[src/rtl/simon_spi_pkg.sv]
// Shared command codes, FSM state type and frame geometry for the SIMON SPI host.
package simon_spi_pkg;

  localparam logic [7:0] CMD_WRITE_KEY   = 8'h01;
  localparam logic [7:0] CMD_WRITE_BLOCK = 8'h02;
  localparam logic [7:0] CMD_ENCRYPT     = 8'h03;
  localparam logic [7:0] CMD_DECRYPT     = 8'h04;
  localparam logic [7:0] CMD_READ_STATUS = 8'h05;
  localparam logic [7:0] CMD_READ_RESULT = 8'h06;

  typedef enum logic [2:0] {
    IDLE, KEY, BLK, GO, POLL, RD, GAP, FIN
  } state_t;

  // Number of bytes (command included) in the frame sent from each state.
  function automatic logic [3:0] frame_len(input state_t st);
    logic [3:0] len;
    case (st)
      KEY:     len = 4'd9;
      BLK:     len = 4'd5;
      POLL:    len = 4'd2;
      RD:      len = 4'd5;
      default: len = 4'd1;
    endcase
    return len;
  endfunction

endpackage

[src/rtl/spi_master_byte.sv]
// Mode-3 byte shifter: SCK idles high, MOSI moves on falling edges, MISO sampled on rising edges.
module spi_master_byte #(
  parameter int CLK_DIV = 4
) (
  input  logic       clk,
  input  logic       rst_n,
  input  logic       load,
  input  logic [7:0] tx_byte,
  input  logic       miso,
  output logic       sck,
  output logic       mosi,
  output logic       busy,
  output logic       byte_done,
  output logic [7:0] rx_byte
);

  logic [7:0] div_reg;
  logic [3:0] edge_reg;
  logic [6:0] shift_reg;
  logic [7:0] rx_reg;
  logic       active_reg;
  logic       sck_reg;
  logic       mosi_reg;
  logic       div_wrap;

  assign div_wrap  = (div_reg == 8'(CLK_DIV - 1));
  // High in the last clk of a byte; a load in that cycle starts the next byte with no gap.
  assign byte_done = active_reg && div_wrap && (edge_reg == 4'd15);
  assign sck       = sck_reg;
  assign mosi      = mosi_reg;
  assign busy      = active_reg;
  assign rx_byte   = rx_reg;

  always_ff @(posedge clk) begin
    if (!rst_n) begin
      div_reg    <= '0;
      edge_reg   <= '0;
      shift_reg  <= '0;
      rx_reg     <= '0;
      active_reg <= 1'b0;
      sck_reg    <= 1'b1;
      mosi_reg   <= 1'b0;
    end else if (load && (!active_reg || byte_done)) begin
      active_reg <= 1'b1;
      sck_reg    <= 1'b0;
      mosi_reg   <= tx_byte[7];
      shift_reg  <= tx_byte[6:0];
      div_reg    <= '0;
      edge_reg   <= '0;
    end else if (active_reg) begin
      if (div_wrap) begin
        div_reg <= '0;
        if (edge_reg == 4'd15) begin
          active_reg <= 1'b0;
          mosi_reg   <= 1'b0;
        end else begin
          edge_reg <= edge_reg + 4'd1;
          if (!edge_reg[0]) begin
            sck_reg <= 1'b1;
            rx_reg  <= {rx_reg[6:0], miso};
          end else begin
            sck_reg   <= 1'b0;
            mosi_reg  <= shift_reg[6];
            shift_reg <= {shift_reg[5:0], 1'b0};
          end
        end
      end else begin
        div_reg <= div_reg + 8'd1;
      end
    end
  end

endmodule

[src/rtl/simon_spi_host.sv]
// SPI host that drives a SIMON cipher slave: key/block upload, start, status polling, result read.
module simon_spi_host #(
  parameter int CLK_DIV  = 4,
  parameter int GAP_CYC  = 16,
  parameter int MAX_POLL = 64
) (
  input  logic        clk,
  input  logic        rst_n,
  input  logic        start,
  input  logic        decrypt,
  input  logic        load_key,
  input  logic [63:0] key,
  input  logic [31:0] block,
  output logic [31:0] result,
  output logic        busy,
  output logic        done,
  output logic        timeout,
  output logic        spi_sck,
  output logic        spi_mosi,
  output logic        spi_cs_n,
  input  logic        spi_miso
);

  import simon_spi_pkg::*;

  state_t      state_reg;
  state_t      after_gap_reg;
  logic        cs_n_reg;
  logic        busy_reg;
  logic        done_reg;
  logic        timeout_reg;
  logic [31:0] result_reg;
  logic [23:0] rd_buf_reg;
  logic [63:0] key_reg;
  logic [31:0] block_reg;
  logic        decrypt_reg;
  logic [3:0]  byte_idx_reg;
  logic [15:0] cnt_reg;
  logic [15:0] poll_cnt_reg;
  logic        setup_reg;

  logic        in_frame;
  logic        last_byte;
  logic        setup_end;
  logic        byte_load;
  logic [3:0]  load_idx;
  logic [7:0]  tx_byte;
  logic        byte_busy;
  logic        byte_done;
  logic [7:0]  rx_byte;

  assign result   = result_reg;
  assign busy     = busy_reg;
  assign done     = done_reg;
  assign timeout  = timeout_reg;
  assign spi_cs_n = cs_n_reg;

  assign in_frame  = state_reg inside {KEY, BLK, GO, POLL, RD};
  assign last_byte = (byte_idx_reg == frame_len(state_reg) - 4'd1);
  assign setup_end = setup_reg && (cnt_reg == 16'(CLK_DIV - 1));
  assign byte_load = in_frame && ((setup_end && !byte_busy) || (byte_done && !last_byte));
  assign load_idx  = setup_reg ? 4'd0 : byte_idx_reg + 4'd1;

  // Payload bytes go out least-significant byte first.
  always_comb begin
    tx_byte = 8'h00;
    if (load_idx == 4'd0) begin
      case (state_reg)
        KEY:     tx_byte = CMD_WRITE_KEY;
        BLK:     tx_byte = CMD_WRITE_BLOCK;
        GO:      tx_byte = decrypt_reg ? CMD_DECRYPT : CMD_ENCRYPT;
        POLL:    tx_byte = CMD_READ_STATUS;
        RD:      tx_byte = CMD_READ_RESULT;
        default: tx_byte = 8'h00;
      endcase
    end else if (state_reg == KEY) begin
      tx_byte = key_reg[{load_idx[2:0] - 3'd1, 3'b000} +: 8];
    end else if (state_reg == BLK) begin
      tx_byte = block_reg[{load_idx[1:0] - 2'd1, 3'b000} +: 8];
    end
  end

  spi_master_byte #(.CLK_DIV(CLK_DIV)) u_byte (
    .clk       (clk),
    .rst_n     (rst_n),
    .load      (byte_load),
    .tx_byte   (tx_byte),
    .miso      (spi_miso),
    .sck       (spi_sck),
    .mosi      (spi_mosi),
    .busy      (byte_busy),
    .byte_done (byte_done),
    .rx_byte   (rx_byte)
  );

  always_ff @(posedge clk) begin
    if (!rst_n) begin
      state_reg     <= IDLE;
      after_gap_reg <= IDLE;
      cs_n_reg      <= 1'b1;
      busy_reg      <= 1'b0;
      done_reg      <= 1'b0;
      timeout_reg   <= 1'b0;
      result_reg    <= '0;
      rd_buf_reg    <= '0;
      key_reg       <= '0;
      block_reg     <= '0;
      decrypt_reg   <= 1'b0;
      byte_idx_reg  <= '0;
      cnt_reg       <= '0;
      poll_cnt_reg  <= '0;
      setup_reg     <= 1'b0;
    end else begin
      done_reg <= 1'b0;
      case (state_reg)
        IDLE: begin
          if (start) begin
            key_reg      <= key;
            block_reg    <= block;
            decrypt_reg  <= decrypt;
            timeout_reg  <= 1'b0;
            busy_reg     <= 1'b1;
            cs_n_reg     <= 1'b0;
            setup_reg    <= 1'b1;
            cnt_reg      <= '0;
            byte_idx_reg <= '0;
            poll_cnt_reg <= '0;
            state_reg    <= load_key ? KEY : BLK;
          end
        end
        KEY, BLK, GO, POLL, RD: begin
          if (setup_reg) begin
            if (setup_end) setup_reg <= 1'b0;
            else           cnt_reg   <= cnt_reg + 16'd1;
          end else if (byte_done) begin
            if (!last_byte) begin
              byte_idx_reg <= byte_idx_reg + 4'd1;
              if (state_reg == RD && byte_idx_reg != 4'd0)
                rd_buf_reg[{byte_idx_reg[1:0] - 2'd1, 3'b000} +: 8] <= rx_byte;
            end else begin
              cs_n_reg <= 1'b1;
              cnt_reg  <= '0;
              case (state_reg)
                KEY: begin
                  state_reg     <= GAP;
                  after_gap_reg <= BLK;
                end
                BLK: begin
                  state_reg     <= GAP;
                  after_gap_reg <= GO;
                end
                GO: begin
                  state_reg     <= GAP;
                  after_gap_reg <= POLL;
                end
                POLL: begin
                  poll_cnt_reg <= poll_cnt_reg + 16'd1;
                  if (rx_byte[0]) begin
                    state_reg     <= GAP;
                    after_gap_reg <= RD;
                  end else if (poll_cnt_reg == 16'(MAX_POLL - 1)) begin
                    state_reg   <= FIN;
                    timeout_reg <= 1'b1;
                    done_reg    <= 1'b1;
                    busy_reg    <= 1'b0;
                  end else begin
                    state_reg     <= GAP;
                    after_gap_reg <= POLL;
                  end
                end
                default: begin
                  result_reg <= {rx_byte, rd_buf_reg};
                  state_reg  <= FIN;
                  done_reg   <= 1'b1;
                  busy_reg   <= 1'b0;
                end
              endcase
            end
          end
        end
        GAP: begin
          if (cnt_reg == 16'(GAP_CYC - 1)) begin
            state_reg    <= after_gap_reg;
            cs_n_reg     <= 1'b0;
            setup_reg    <= 1'b1;
            cnt_reg      <= '0;
            byte_idx_reg <= '0;
          end else begin
            cnt_reg <= cnt_reg + 16'd1;
          end
        end
        FIN:     state_reg <= IDLE;
        default: state_reg <= IDLE;
      endcase
    end
  end

endmodule

[config.mk]
export PLATFORM = sky130hd
export DESIGN_NAME = simon_spi_host
export DESIGN_NICKNAME = d
export VERILOG_FILES = /design/src/rtl/simon_spi_pkg.sv /design/src/rtl/spi_master_byte.sv /design/src/rtl/simon_spi_host.sv
export SDC_FILE = /design/constraint.sdc
export NUM_CORES = 1
export LEC_CHECK = 0
export ABC_AREA = 1
export CORE_ASPECT_RATIO = 0.9
export CORE_MARGIN = 2
export CORE_UTILIZATION = 30
export CTS_BUF_LIST = sky130_fd_sc_hd__clkbuf_8
export DETAILED_ROUTE_END_ITERATION = 10
export DONT_BUFFER_PORTS = 1
export PLACE_DENSITY = 0.41
export SYNTH_ARGS = -nofsm -noshare
export SYNTH_HDL_FRONTEND = slang
export SYNTH_HIERARCHICAL = 1
export SYNTH_SLANG_ARGS = --single-unit
[constraint.sdc]
create_clock -name clk -period 6.4 [get_ports clk]
set_input_delay 1.28 -clock clk [delete_from_list [all_inputs] [get_ports clk]]
set_output_delay 1.28 -clock clk [all_outputs]
set_load 0.02 [all_outputs]
; ---- Yosys cells after proc, flatten, opt, wreduce, memory -nomap -nowiden
; Cells that the tools add are included.
[word_totals]
out_inout_bits = 38
n_memories = 0
reg_bits = 230
romBits = 0
latch_bits = 0
elab_cells = 208
ramBits = 0
inputBits = 102
[classes]
eq_ne = 30
mux = 87
reduce_logical = 46
multipliers = 0
bitwise_logic = 9
add_sub_neg = 10
order_cmp = 0
shifts = 4
div = 0
[ops]
columns = op, count
row1 = $mux W16, 10
row2 = $shiftx A64 B7 Y8, 1
row3 = $pmux W16 S3, 1
row4 = $mux W1, 38
row5 = $mux W7, 5
row6 = $add A16 B1 Y16 const B, 2
row7 = $mux W8, 4
row8 = $pmux W16 S2, 1
row9 = $shiftx A32 B6 Y8, 1
row10 = $reduce_and A5 Y1, 5
row11 = $bwmux W24, 1
row12 = $mux W3, 8
row13 = $mux W4, 6
row14 = $pmux W3 S4, 2
row15 = $pmux W4 S3, 2
row16 = $reduce_and A6 Y1, 4
row17 = $shift A8 B7 Y24 const A, 1
row18 = $shiftx A8 B7 Y24, 1
row19 = $ne A2 B2 Y1 const B, 11
row20 = $eq A16 B2 Y1 const B, 1
row21 = $eq A16 B4 Y1 const B, 1
row22 = $eq A16 B6 Y1 const B, 1
row23 = $reduce_and A8 Y1, 2
row24 = $ne A3 B3 Y1 const B, 5
row25 = other kinds (34), 72

; ---- Longest topological paths before layout
; Gate-level depths: netlist of run 1.
[depth]
depth_word = 12
mapped_depth = 19
mapped_depth_nobuf = 18

; ---- By module
; Netlist of run 1, hierarchy kept.
[modules_own_cells]
columns = module, area_each_um2, cells_each, n_inst, seq_area_each_um2
row1 = simon_spi_host, 10108.4, 1454, 1, 4003.8
row2 = spi_master_byte, 1472.7, 211, 1, 600.6

; ---- Least setup slack after synthesis of run 1
; No wires, ideal clock.
[synth_path]
kind = reg-to-reg
start = register byte_idx_reg[0]
end = register u_byte.shift_reg[2]
t_required_ns = 6.336
setup_ns = 0.064
t_arrival_ns = 2.687
path_slack_ns = 3.649
period_less_slack_ns = 2.751
stages_incl_launch_ff = 18
path_buffers = 2
cell_sequence = dfxtp_1 -> inv_2 -> buf_1 -> ha_1 -> nand2_1 -> ha_1 -> inv_1 -> buf_1 -> a21oi_1 -> o21ai_0 -> nand3_1 -> nand2_1 -> inv_1 -> a21oi_1 -> nand3_1 -> nand2_1 -> nor2_1 -> nor2_1
[synth_between]
elab_chain_len = 8
elab_cells_between_ends = 22
classes_between = 3 x add/sub / 2 x eq/ne / 2 x shift / 5 x mux / 10 x reduce/logical
[synth_rtl]
columns = item, line
row1 = "start, declared", simon_spi_host.sv:37  ; logic [3:0] byte_idx_reg;
row2 = "start signal, assigned", simon_spi_host.sv:137  ; byte_idx_reg <= byte_idx_reg + 4'd1;
row3 = $add A4 B1 Y4 (*), simon_spi_host.sv:62  ; assign load_idx = setup_reg ? 4'd0 : byte_idx_reg + 4'd1;
row4 = $mux W4 (*), simon_spi_host.sv:62
row5 = branches (longest 4 deep; another with $sub A3 B1 Y3), n/a
row6 = $mux W8 (*), simon_spi_host.sv:67  ; if (load_idx == 4'd0) begin
row7 = via tx_byte[2], simon_spi_host.sv:47  ; logic [7:0] tx_byte;
row8 = $mux W7 (*), spi_master_byte.sv:43  ; end else if (load && (!active_reg || byte_done)) begin
row9 = "end signal, assigned", spi_master_byte.sv:47  ; shift_reg <= tx_byte[6:0];
row10 = "end signal, assigned", spi_master_byte.sv:64  ; shift_reg <= {shift_reg[5:0], 1'b0};
row11 = "end, declared", spi_master_byte.sv:19  ; logic [6:0] shift_reg;
; Mark *: on every way through the listed nets, which the timed path passes.
; A chain may end at the register's enable or synchronous reset.

; ---- Worst setup path after layout of run 1
[layout_path]
start = register byte_idx_reg[0]
end = register u_byte.shift_reg[1]
; Same word-level chain as after synthesis.

==> results of run 1 <==
-- worst min path at each step --
| stage | start | endpoint | slack, ns | cells after the start |
|---|---|---|---|---|
| 6_report | block_reg[26] | block_reg[26] | 0.45 | 2 |
| 5_1_grt | block_reg[26] | block_reg[26] | 0.46 | 2 |
| 4_1_cts | block_reg[26] | block_reg[26] | 0.45 | 2 |
| 3_5_place_dp | block_reg[26] | block_reg[26] | 0.44 | 2 |
| 3_3_place_gp | key_reg[55] | key_reg[55] | 0.44 | 2 |
| 2_1_floorplan | block_reg[10] | block_reg[10] | 0.42 | 2 |
-- Yosys cell counts (4+ instances only) --
cell        n
nor2_4      5
inv_2       8
nor2_1    181
or2_2       5
nand3_4     6
buf_6       9
nand2_4     8
nor3_1     25
ha_1       12
nor2_2      4
a21oi_1   239
o21ai_1    13
a21oi_2     4
xnor2_1     4
nand2_2    11
buf_4       6
clkbuf_1   54
dfxtp_1   230
xor2_1     15
inv_1     174
buf_1       6
a31oi_1     4
buf_2      16
nand2_1   290
o21ai_0   154
nand4_1    20
nand3_1   124
-- final cells by class --
type / count / share of cell area
flip-flops and latches: 230 / 0.362
well taps: 490 / 0.0482
clock buffers: 60 / 0.0649
repair buffers: 7 / 0.00413
clock inverters: 17 / 0.0100
inverters: 185 / 0.0553
multi-input cells: 1156 / 0.456
-- metrics by stage --
step	std cells	hold slack, ns	area, um^2	utilization	total power (W)
floorplan	1665	0.425	11600	-	0.00343
global placement	2068	0.443	11800	0.308	0.00389
detailed placement	2068	0.441	11800	0.308	0.00391
CTS	2145	0.453	12700	0.333	0.00550
global route	2145	0.462	12700	0.333	0.00582
finish	2145	0.452	12700	0.333	0.00541
-- cells by family (layout without fill, tap and decap cells) --
family,Yosys count,count (layout),share of synthesized area
flip-flops,230,230,0.398
XOR/XNOR,20,20,0.0158
adder cells (fa/ha/maj),12,12,0.0130
AND/OR/NAND/NOR,694,694,0.275
AO/OA/AOI/OAI,430,430,0.195
buffers and inverters,279,269,0.103
-- metal layers --
layer	vias up	part of all wire	GRT usage
met5	-	0	0
li1	5364	-	-
met4	0	0.012	0.0401
met1	4734	0.50	0.243
met3	29	0.045	0.0339
met2	176	0.44	0.267
-- critical path: cells and delay by family, from the launching register on --
kind / cells / cell delay [ns]
AOI/OAI and AO/OA: 3 / 0.44
and+or+nand+nor: 11 / 0.80
adders and majority gates: 2 / 1.34
buffers and inverters: 2 / 0.86
DFF: 1 / 0.59
-- power groups by stage --
stage                     registers, W  clock network, W  logic [W]
after floorplan                0.00171                 0    0.00172
after global placement         0.00180                 0    0.00209
after detailed placement       0.00180                 0    0.00211
after CTS                      0.00177           0.00162    0.00212
after global routing           0.00179           0.00169    0.00235
final                          0.00177           0.00155    0.00209
==> parameters.txt, run 1 <==
Parameter                              Value

Global route
  Leftover overflow at the end of global routing ... 0
  Global routing usage summed across all routing layers ... 0.171
  Antenna violations before repair ... 0
  Wire length of the first global-routing pass ... 55.1 mm
  Number of global-route vias before repair ... 9855
  Largest net degree at the start of global routing ... 118

Logic synthesis
  Mean area per synthesized cell ... 6.96 um^2
  Syn Std Cell Area ... 11600 um^2
  Most instantiated flip-flop cell in the synthesis netlist ... dfxtp_1
  Yosys Warn Count ... 6
  Number of distinct library cell variants in the gate-level netlist after synthesis ... 50
  Synth top area share ... 0.398
  Async set or reset register ratio after synthesis ... 0
  Cells taking the most area after synthesis ... dfxtp_1 40%, a21oi_1 10%, nand2_1 9.4%
  Mapped Nets ... 1779
  Dominant cell type by area after synthesis ... dfxtp_1
  Number of enable-type register cells in the synthesized netlist ... 0
  Register bit count reported by yosys ... 230
  Portion of the post-synthesis area used by sequential elements ... 0.398
  Gate count after technology mapping ... 1665

Floorplan
  Initial standard-cell utilization of the core ... 0.303
  Die span in x ... 211 um
  Number of rows in the core area ... 68
  Area of the core ... 38200 um^2
  I/O pin count ... 140
  Vertical extent of the die ... 190 um
  Full die area ... 40200 um^2

Clock network
  CTS tree ... yes
  Root buffer cell ... clkbuf_8
  TritonCTS buffer count ... 43
  Total number of H-tree levels ... 2
  Cells resized by post-CTS repair ... 0
  Bufs on Longest Clock Path ... 3
  Clk pin slew, worst setup/hold paths ... 0.06 ns
  Clock network latency to the later pin of the worst-skew pair ... 0.58 ns
  # clock sinks ... 230
  Number of setup buffers added after CTS ... 0
  Cts-stage hold buffer count ... 0

Worst setup path
  Worst r2r dst ... u_byte/shift_reg[1]
  Most repeated library cell on the critical path ... nand2_1
  Worst EP arrival ... 4.61 ns
  Endpoint required time on the critical path ... 6.91 ns
  Endpoint of the worst setup timing path ... u_byte/shift_reg[1]
  CP startpoint ... byte_idx_reg[0]
  Largest incremental delay on the critical path ... 0.93 ns
  Setup crit start kind ... flop
  Slowest cell on the critical path ... ha_1
  Internal reg-to-reg setup slack ... 2.30 ns
  WS Path Type ... reg2reg
  Worst reg2reg path depth ... 18
  RR Startpoint ... byte_idx_reg[0]
  Largest driver fanout on the critical path ... 25
  Setup crit end kind ... flop
  Cell-by-cell listing of the critical path ... inv_2 > ha_1 > nand2_1 > ha_1 > inv_1 > a21oi_1 > o21ai_0 > o21ai_0 > nand2_1 > nand2_1 > nand2_1 > nand2_1 > nand2_1 > nand2_1 > nand3_1 > nand2_1 > nor2_1 > nor2_1

Power
  Leakage power ... 4.84 nW
  VDD IR-drop max ... 0.000183 V
  Internal ... 0.00308 W
  Clock group share of total power ... 0.287
  Areal power density over the cells ... 425 nW/um^2
  Sequential share of power ... 0.327
  Switching power total ... 0.00233 W
  Comb power frac ... 0.386
  Switch share ... 0.430

Timing
  Minimum setup slack in the final design ... 2.30 ns
  Clock skew ... 0.0236 ns
  Transition time at the pin with the least slew margin ... 0.907 ns
  Accumulated negative setup slack ... 0 ns
  Achievable Freq ... 244 MHz
  Relative slew slack ... 0.394
  Count of endpoints failing setup in the final report ... 0
  Final clock period utilization by the worst path ... 0.640
  Max-slew violation total from the final report ... 0
  Final critical-path required period ... 4.10 ns
  Final number of hold-violating endpoints ... 0
  Setup repair after global routing missed its margin ... no

Detailed routing
  Drt initial violations ... 595
  Number of detailed-routing iterations run before antenna repair ... 5
  Final routed wirelength across all metal layers ... 34.2 mm
  DRC violation count after routing ... 0
  Vias per inst ... 4.80
  Post-detailed-route count of antenna-violating nets ... 0
  Vias after detailed routing ... 10300
  Detail-routed net length per standard cell ... 15.9 um

Placement
  Placer congestion estimate ... 0.804
  Sum of net half-perimeters after detailed placement ... 23.5 mm
  Total of buffers placed on input and output ports ... 0
  Post-place setup slack ... 2.30 ns

Cells and area
  Area of the multi-input gates ... 5800 um^2
  Growth of design area from synthesis to finish ... 9.90%
  Highest-count cells in the layout ignoring fill and taps ... 289 x nand2_1, 239 x a21oi_1, 230 x dfxtp_1, 184 x inv_1, 180 x nor2_1
  Layout cells sized above 1 ... 0.0876
  Number of nets in the final layout ... 1737
  Area of all sequential standard cells ... 4600 um^2
  Count of inserted antenna diode cells ... 0
  Leading cell type in the layout, fill and taps excluded ... nand2_1
  Fill cell instance count of the final layout ... 4180
  Max FFs per register ... 64

Worst hold path
  Min-delay worst type ... reg2reg

Run status
  Result of the run ... complete, no violations

Job
  Max_cap viols ... 0
No activity file was read; power rests on OpenSTA's default activity.
==> run 2, diff against run 1 <==
==> constraint.sdc (replaced) <==
create_clock -name clk -period 4 [get_ports clk]
set_input_delay 0.8 -clock clk [delete_from_list [all_inputs] [get_ports clk]]
set_output_delay 0.8 -clock clk [all_outputs]
set_load 0.02 [all_outputs]
==> parameters.txt, run 2 (synthesis results as in run 1) <==
Parameter                              Value

Run status
  Result of the run ... complete, no violations

Timing
  Max-slew violation total from the final report ... 0
  Final number of hold-violating endpoints ... 0
  Accumulated negative setup slack ... 0 ns
  Clock skew ... 0.0227 ns
  Relative slew slack ... 0.533
  Setup repair after global routing missed its margin ... no
  Achievable Freq ... 309 MHz
  Transition time at the pin with the least slew margin ... 0.700 ns
  Final critical-path required period ... 3.24 ns
  Count of endpoints failing setup in the final report ... 0
  Final clock period utilization by the worst path ... 0.810

Clock network
  Bufs on Longest Clock Path ... 3
  Clock network latency to the later pin of the worst-skew pair ... 0.60 ns
  Number of setup buffers added after CTS ... 0
  TritonCTS buffer count ... 43
  Total number of H-tree levels ... 2
  CTS tree ... yes
  Cells resized by post-CTS repair ... 0
  # clock sinks ... 230
  Root buffer cell ... clkbuf_8
  Cts-stage hold buffer count ... 0
  Clk pin slew, worst setup/hold paths ... 0.06 ns

Worst setup path
  Setup crit start kind ... flop
  Setup crit end kind ... flop
  Largest driver fanout on the critical path ... 16
  Endpoint required time on the critical path ... 4.47 ns
  Worst reg2reg path depth ... 11
  RR Startpoint ... state_reg[0]
  WS Path Type ... reg2reg
  Internal reg-to-reg setup slack ... 0.76 ns
  Worst r2r dst ... u_byte/div_reg[5]
  Worst EP arrival ... 3.70 ns

Cells and area
  Post-route insts no fill ... 2156
  Growth of design area from synthesis to finish ... 9.82%
  Leading cell type in the layout, fill and taps excluded ... nand2_1
  Max FFs per register ... 64
  Number of nets in the final layout ... 1746
  Area of all sequential standard cells ... 4600 um^2
  Highest-count cells in the layout ignoring fill and taps ... 289 x nand2_1, 239 x a21oi_1, 230 x dfxtp_1, 187 x inv_1, 180 x nor2_1
  Layout cells sized above 1 ... 0.0913
  Fill cell instance count of the final layout ... 4192
  Area of the multi-input gates ... 5800 um^2
  Layout Utilization ... 0.333

Worst hold path
  Number of stages on the worst hold path ... 2
  Endpoint with the worst hold slack ... u_byte/rx_byte[0]
  Start point of the worst min-delay path ... spi_miso
  Min-delay worst type ... in2reg

Detailed routing
  Number of detailed-routing iterations run before antenna repair ... 5
  Final routed wirelength across all metal layers ... 34.4 mm
  Detail-routed net length per standard cell ... 15.9 um
  DRC violation count after routing ... 0
  Post-detailed-route count of antenna-violating nets ... 0
  Vias per inst ... 4.84
  Drt initial violations ... 615
  Vias after detailed routing ... 10400

Floorplan
  Die span in x ... 211 um
  Area of the core ... 38200 um^2
  Number of rows in the core area ... 68
  Full die area ... 40200 um^2
  Initial standard-cell utilization of the core ... 0.303
  I/O pin count ... 140
  Vertical extent of the die ... 190 um

Power
  Leakage power ... 4.87 nW
  Post-layout power ... 0.00864 W
  VDD IR-drop max ... 0.000297 V
  Areal power density over the cells ... 679 nW/um^2

Global route
  Wire length of the first global-routing pass ... 55.0 mm
  Number of global-route vias before repair ... 9894
  Antenna violations before repair ... 1
  Global routing usage summed across all routing layers ... 0.172
  Largest net degree at the start of global routing ... 118
  Leftover overflow at the end of global routing ... 0

Job
  Max_cap viols ... 0

Placement
  Total of buffers placed on input and output ports ... 0
  Sum of net half-perimeters after detailed placement ... 23.1 mm
  Number of placed instances, taps included ... 2077
  Placer congestion estimate ... 0.787
==> run 2: cell count changes in the layout (fill, tap and decap cells not counted), sizes merged, moves of 3 or more <==
cell,previous run,this run
buf,7,16
clkbuf,60,52
clkinv,3,11
inv,196,199
==> run 2: worst max-delay path by stage <==
stage          cells past startpoint                  end             from  slack (ns)
3_3_place_gp                      11    u_byte/div_reg[1]     state_reg[0]        0.75
2_1_floorplan                     17  u_byte/shift_reg[2]  byte_idx_reg[0]        1.25
3_5_place_dp                      11    u_byte/div_reg[1]     state_reg[0]        0.73
4_1_cts                           11    u_byte/div_reg[1]     state_reg[0]        0.72
6_report                          11    u_byte/div_reg[5]     state_reg[0]        0.76
5_1_grt                           11    u_byte/div_reg[5]     state_reg[0]        0.43
==> run 2: through the flow <==
step | hold WS, ns | setup WS, ns | cell area [um^2]
floorplan | 0.425 | 1.25 | 11600
global placement | 0.435 | 0.748 | 11900
detailed placement | 0.438 | 0.726 | 11900
CTS | 0.268 | 0.721 | 12700
global route | 0.322 | 0.434 | 12700
finish | 0.349 | 0.762 | 12700
==> run 2: worst max-delay path, cell delays in order (launching register included) <==
cell,delay (ns)
dfxtp_1,0.77
nand2_2,0.14
nor2_4,0.26
a21oi_4,0.11
nand3_4,0.23
nand2_4,0.22
o21ai_0,0.32
inv_1,0.15
a21oi_4,0.30
nand2_4,0.16
nand2_1,0.34
nor2_1,0.09
==> run 2: per-layer routing <==
layer / GRT usage / part of all wire / up-vias
li1: - / - / 5387
met5: 0 / 0 / -
met3: 0.0379 / 0.047 / 45
met1: 0.244 / 0.50 / 4807
met4: 0.0463 / 0.019 / 0
met2: 0.261 / 0.43 / 190
==> run 2: area by class of cell <==
class                           instances  area share
Sequential cell                       230       0.362
Antenna cell                            1    0.000197
Tap cell                              490      0.0482
Multi-Input combinational cell       1156       0.456
Clock buffer                           52      0.0563
Inverter                              185      0.0555
Timing Repair Buffer                   16      0.0104
Clock inverter                         26      0.0114
==> run 2: power breakdown <==
| part | internal (W) | switching [W] |
|---|---|---|
| clock network | 0.00125 | 0.00107 |
| logic | 0.000951 | 0.00257 |
| registers | 0.00259 | 0.000207 |
| total | 0.00479 | 0.00385 |
==> run 3, diff against run 2 <==
--- a/config.mk
+++ b/config.mk
@@ -12,7 +12,7 @@
 export CTS_BUF_LIST = sky130_fd_sc_hd__clkbuf_8
 export DETAILED_ROUTE_END_ITERATION = 10
 export DONT_BUFFER_PORTS = 1
-export PLACE_DENSITY = 0.41
+export PLACE_DENSITY = 0.42
 export SYNTH_ARGS = -nofsm -noshare
 export SYNTH_HDL_FRONTEND = slang
 export SYNTH_HIERARCHICAL = 1
==> constraint.sdc (replaced) <==
create_clock -name clk -period 2.9 [get_ports clk]
set_input_delay 0.58 -clock clk [delete_from_list [all_inputs] [get_ports clk]]
set_output_delay 0.58 -clock clk [all_outputs]
set_load 0.02 [all_outputs]
==> parameters.txt, run 3 (synthesis results as in run 1) <==
Parameter                              Value

Run status
  Result of the run ... complete, no violations

Timing
  Achievable Freq ... 389 MHz
  Final clock period utilization by the worst path ... 0.887
  Final critical-path required period ... 2.57 ns
  Accumulated negative setup slack ... 0 ns
  Relative slew slack ... 0.246
  Max-slew violation total from the final report ... 0
  Final number of hold-violating endpoints ... 0
  Count of endpoints failing setup in the final report ... 0
  Setup repair after global routing missed its margin ... no
  Transition time at the pin with the least slew margin ... 1.13 ns
  Clock skew ... 0.0248 ns
  Post-Route Hold Slack ... 0.0976 ns
  Minimum setup slack in the final design ... 0.328 ns

Worst setup path
  Largest driver fanout on the critical path ... 64
  Internal reg-to-reg setup slack ... 0.33 ns
  CP startpoint ... u_byte/div_reg[0]
  Most repeated library cell on the critical path ... nor2_1
  Setup crit start kind ... flop
  RR Startpoint ... u_byte/div_reg[0]
  Cell-by-cell listing of the critical path ... ha_1 > nand2_1 > nor2_1 > nand2_2 > nor2_2 > inv_1 > nor2_1 > inv_1 > nor2_1 > inv_1 > nor2_1 > nand4_2 > buf_4 > o21ai_0 > a21oi_1
  Worst EP arrival ... 3.00 ns
  WS Path Type ... reg2reg
  Setup crit end kind ... flop
  Endpoint required time on the critical path ... 3.32 ns
  Slowest cell on the critical path ... dfxtp_1
  Largest incremental delay on the critical path ... 0.37 ns
  Kind of cell adding the most delay to the critical path ... simple AND/OR/NAND/NOR gates
  Buf/Inv on CP ... 4

Detailed routing
  Number of detailed-routing iterations run before antenna repair ... 5
  Drt initial violations ... 624
  Final routed wirelength across all metal layers ... 34.1 mm
  Post-detailed-route count of antenna-violating nets ... 0
  DRC violation count after routing ... 0
  Vias per inst ... 4.78
  Detail-routed net length per standard cell ... 15.7 um
  Vias after detailed routing ... 10400

Floorplan
  Die span in x ... 211 um
  Number of rows in the core area ... 68
  I/O pin count ... 140
  Full die area ... 40200 um^2
  Initial standard-cell utilization of the core ... 0.303
  Vertical extent of the die ... 190 um
  Area of the core ... 38200 um^2

Placement
  Number of placed instances, taps included ... 2096
  Post-place setup slack ... 0.178 ns
  Placer congestion estimate ... 0.807
  Total of buffers placed on input and output ports ... 0
  Sum of net half-perimeters after detailed placement ... 23.5 mm

Clock network
  # clock sinks ... 230
  Cts-stage hold buffer count ... 0
  Number of setup buffers added after CTS ... 0
  TritonCTS buffer count ... 44
  Total number of H-tree levels ... 2
  Root buffer cell ... clkbuf_8
  Clk pin slew, worst setup/hold paths ... 0.06 ns
  Bufs on Longest Clock Path ... 3
  Clock network latency to the later pin of the worst-skew pair ... 0.58 ns
  CTS tree ... yes

Cells and area
  Max FFs per register ... 64
  Area of all sequential standard cells ... 4600 um^2
  Count of inserted antenna diode cells ... 0
  Growth of design area from synthesis to finish ... 12.3%
  Leading cell type in the layout, fill and taps excluded ... nand2_1
  Post-route insts no fill ... 2175
  Layout cells sized above 1 ... 0.107
  Fill cell instance count of the final layout ... 4174
  Area of the multi-input gates ... 5800 um^2
  Highest-count cells in the layout ignoring fill and taps ... 288 x nand2_1, 239 x a21oi_1, 230 x dfxtp_1, 180 x inv_1, 180 x nor2_1
  Number of nets in the final layout ... 1766

Worst hold path
  Start point of the worst min-delay path ... rst_n
  Min-delay worst type ... in2reg

Power
  Internal ... 0.00717 W
  Leakage power ... 5.01 nW
  Clock group share of total power ... 0.292
  Switching power total ... 0.00531 W
  Comb power frac ... 0.404
  VDD IR-drop max ... 0.000459 V
  Areal power density over the cells ... 960 nW/um^2
  Sequential share of power ... 0.304
  Switch share ... 0.426

Global route
  Antenna violations before repair ... 0
  Wire length of the first global-routing pass ... 55.1 mm
  Number of global-route vias before repair ... 9944
  Largest net degree at the start of global routing ... 118
  Global routing usage summed across all routing layers ... 0.170
  Leftover overflow at the end of global routing ... 0

Job
  Max_cap viols ... 0
-- run 3: cell types whose count changed in the layout (fill, tap and decap cells not counted), moves of 2 or more --
cell	previous run	this run
buf_4	15	33
bufinv_16	1	4
o21ai_0	154	152
inv_6	4	2
inv_1	187	180
inv_8	0	2
clkbuf_8	52	57
o21ai_1	13	15
-- run 3: stage by stage --
step	total power [W]	instance area, um^2	util
3_5_place_dp	0.00898	12000	0.314
5_1_grt	0.0134	13000	0.341
3_3_place_gp	0.00897	12000	0.314
2_1_floorplan	0.00757	11600	-
4_1_cts	0.0127	13000	0.340
6_report	0.0125	13000	0.341
-- run 3: path summary, 6_finish.rpt --
kind | depth (start not counted) | end
worst min-delay path | 1 | u_byte/sck
worst max-delay path | 15 | result[6]
worst max register to register | 15 | result[6]
worst min register to register | 2 | key_reg[43]
-- run 3: area by class of cell --
| class | count | share of cell area |
|---|---|---|
| Clock inverter | 22 | 0.0164 |
| Tap cell | 490 | 0.0471 |
| Clock buffer | 57 | 0.0603 |
| Timing Repair Buffer | 35 | 0.0221 |
| Inverter | 185 | 0.0541 |
| Multi-Input combinational cell | 1156 | 0.446 |
| Sequential cell | 230 | 0.354 |
-- run 3: repair_timing --
item / in CTS / in global routing
endpoints found under the setup margin: 0 / 18
gates resized for setup: 0 / 3
hold endpoints to repair: 0 / 0
-- run 3: per-layer routing --
metal / share of wire / wire length, um / up-vias / global-route usage
li1: - / - / 5421 / -
met1: 0.50 / 17100 / 4766 / 0.242
met2: 0.44 / 15000 / 160 / 0.266
met3: 0.039 / 1330 / 54 / 0.0290
met4: 0.019 / 646 / 0 / 0.0455
met5: 0 / 0 / - / 0
-- run 3: power groups by stage --
stage,Clock [W],Combinational [W],Sequential [W]
2_1_floorplan,0,0.00379,0.00378
3_3_place_gp,0,0.00510,0.00386
3_5_place_dp,0,0.00511,0.00387
4_1_cts,0.00378,0.00513,0.00380
5_1_grt,0.00390,0.00569,0.00385
6_report,0.00365,0.00504,0.00380
-- run 3: worst reg2reg max path: cells and delay by family, from the launching register on --
kind                     cells  cell delay (ns)
AND/OR/NAND/NOR              8             0.86
adder cells (fa/ha/maj)      1             0.23
flip-flops                   1             0.37
buffers and inverters        4             0.61
AO/OA/AOI/OAI                2             0.35
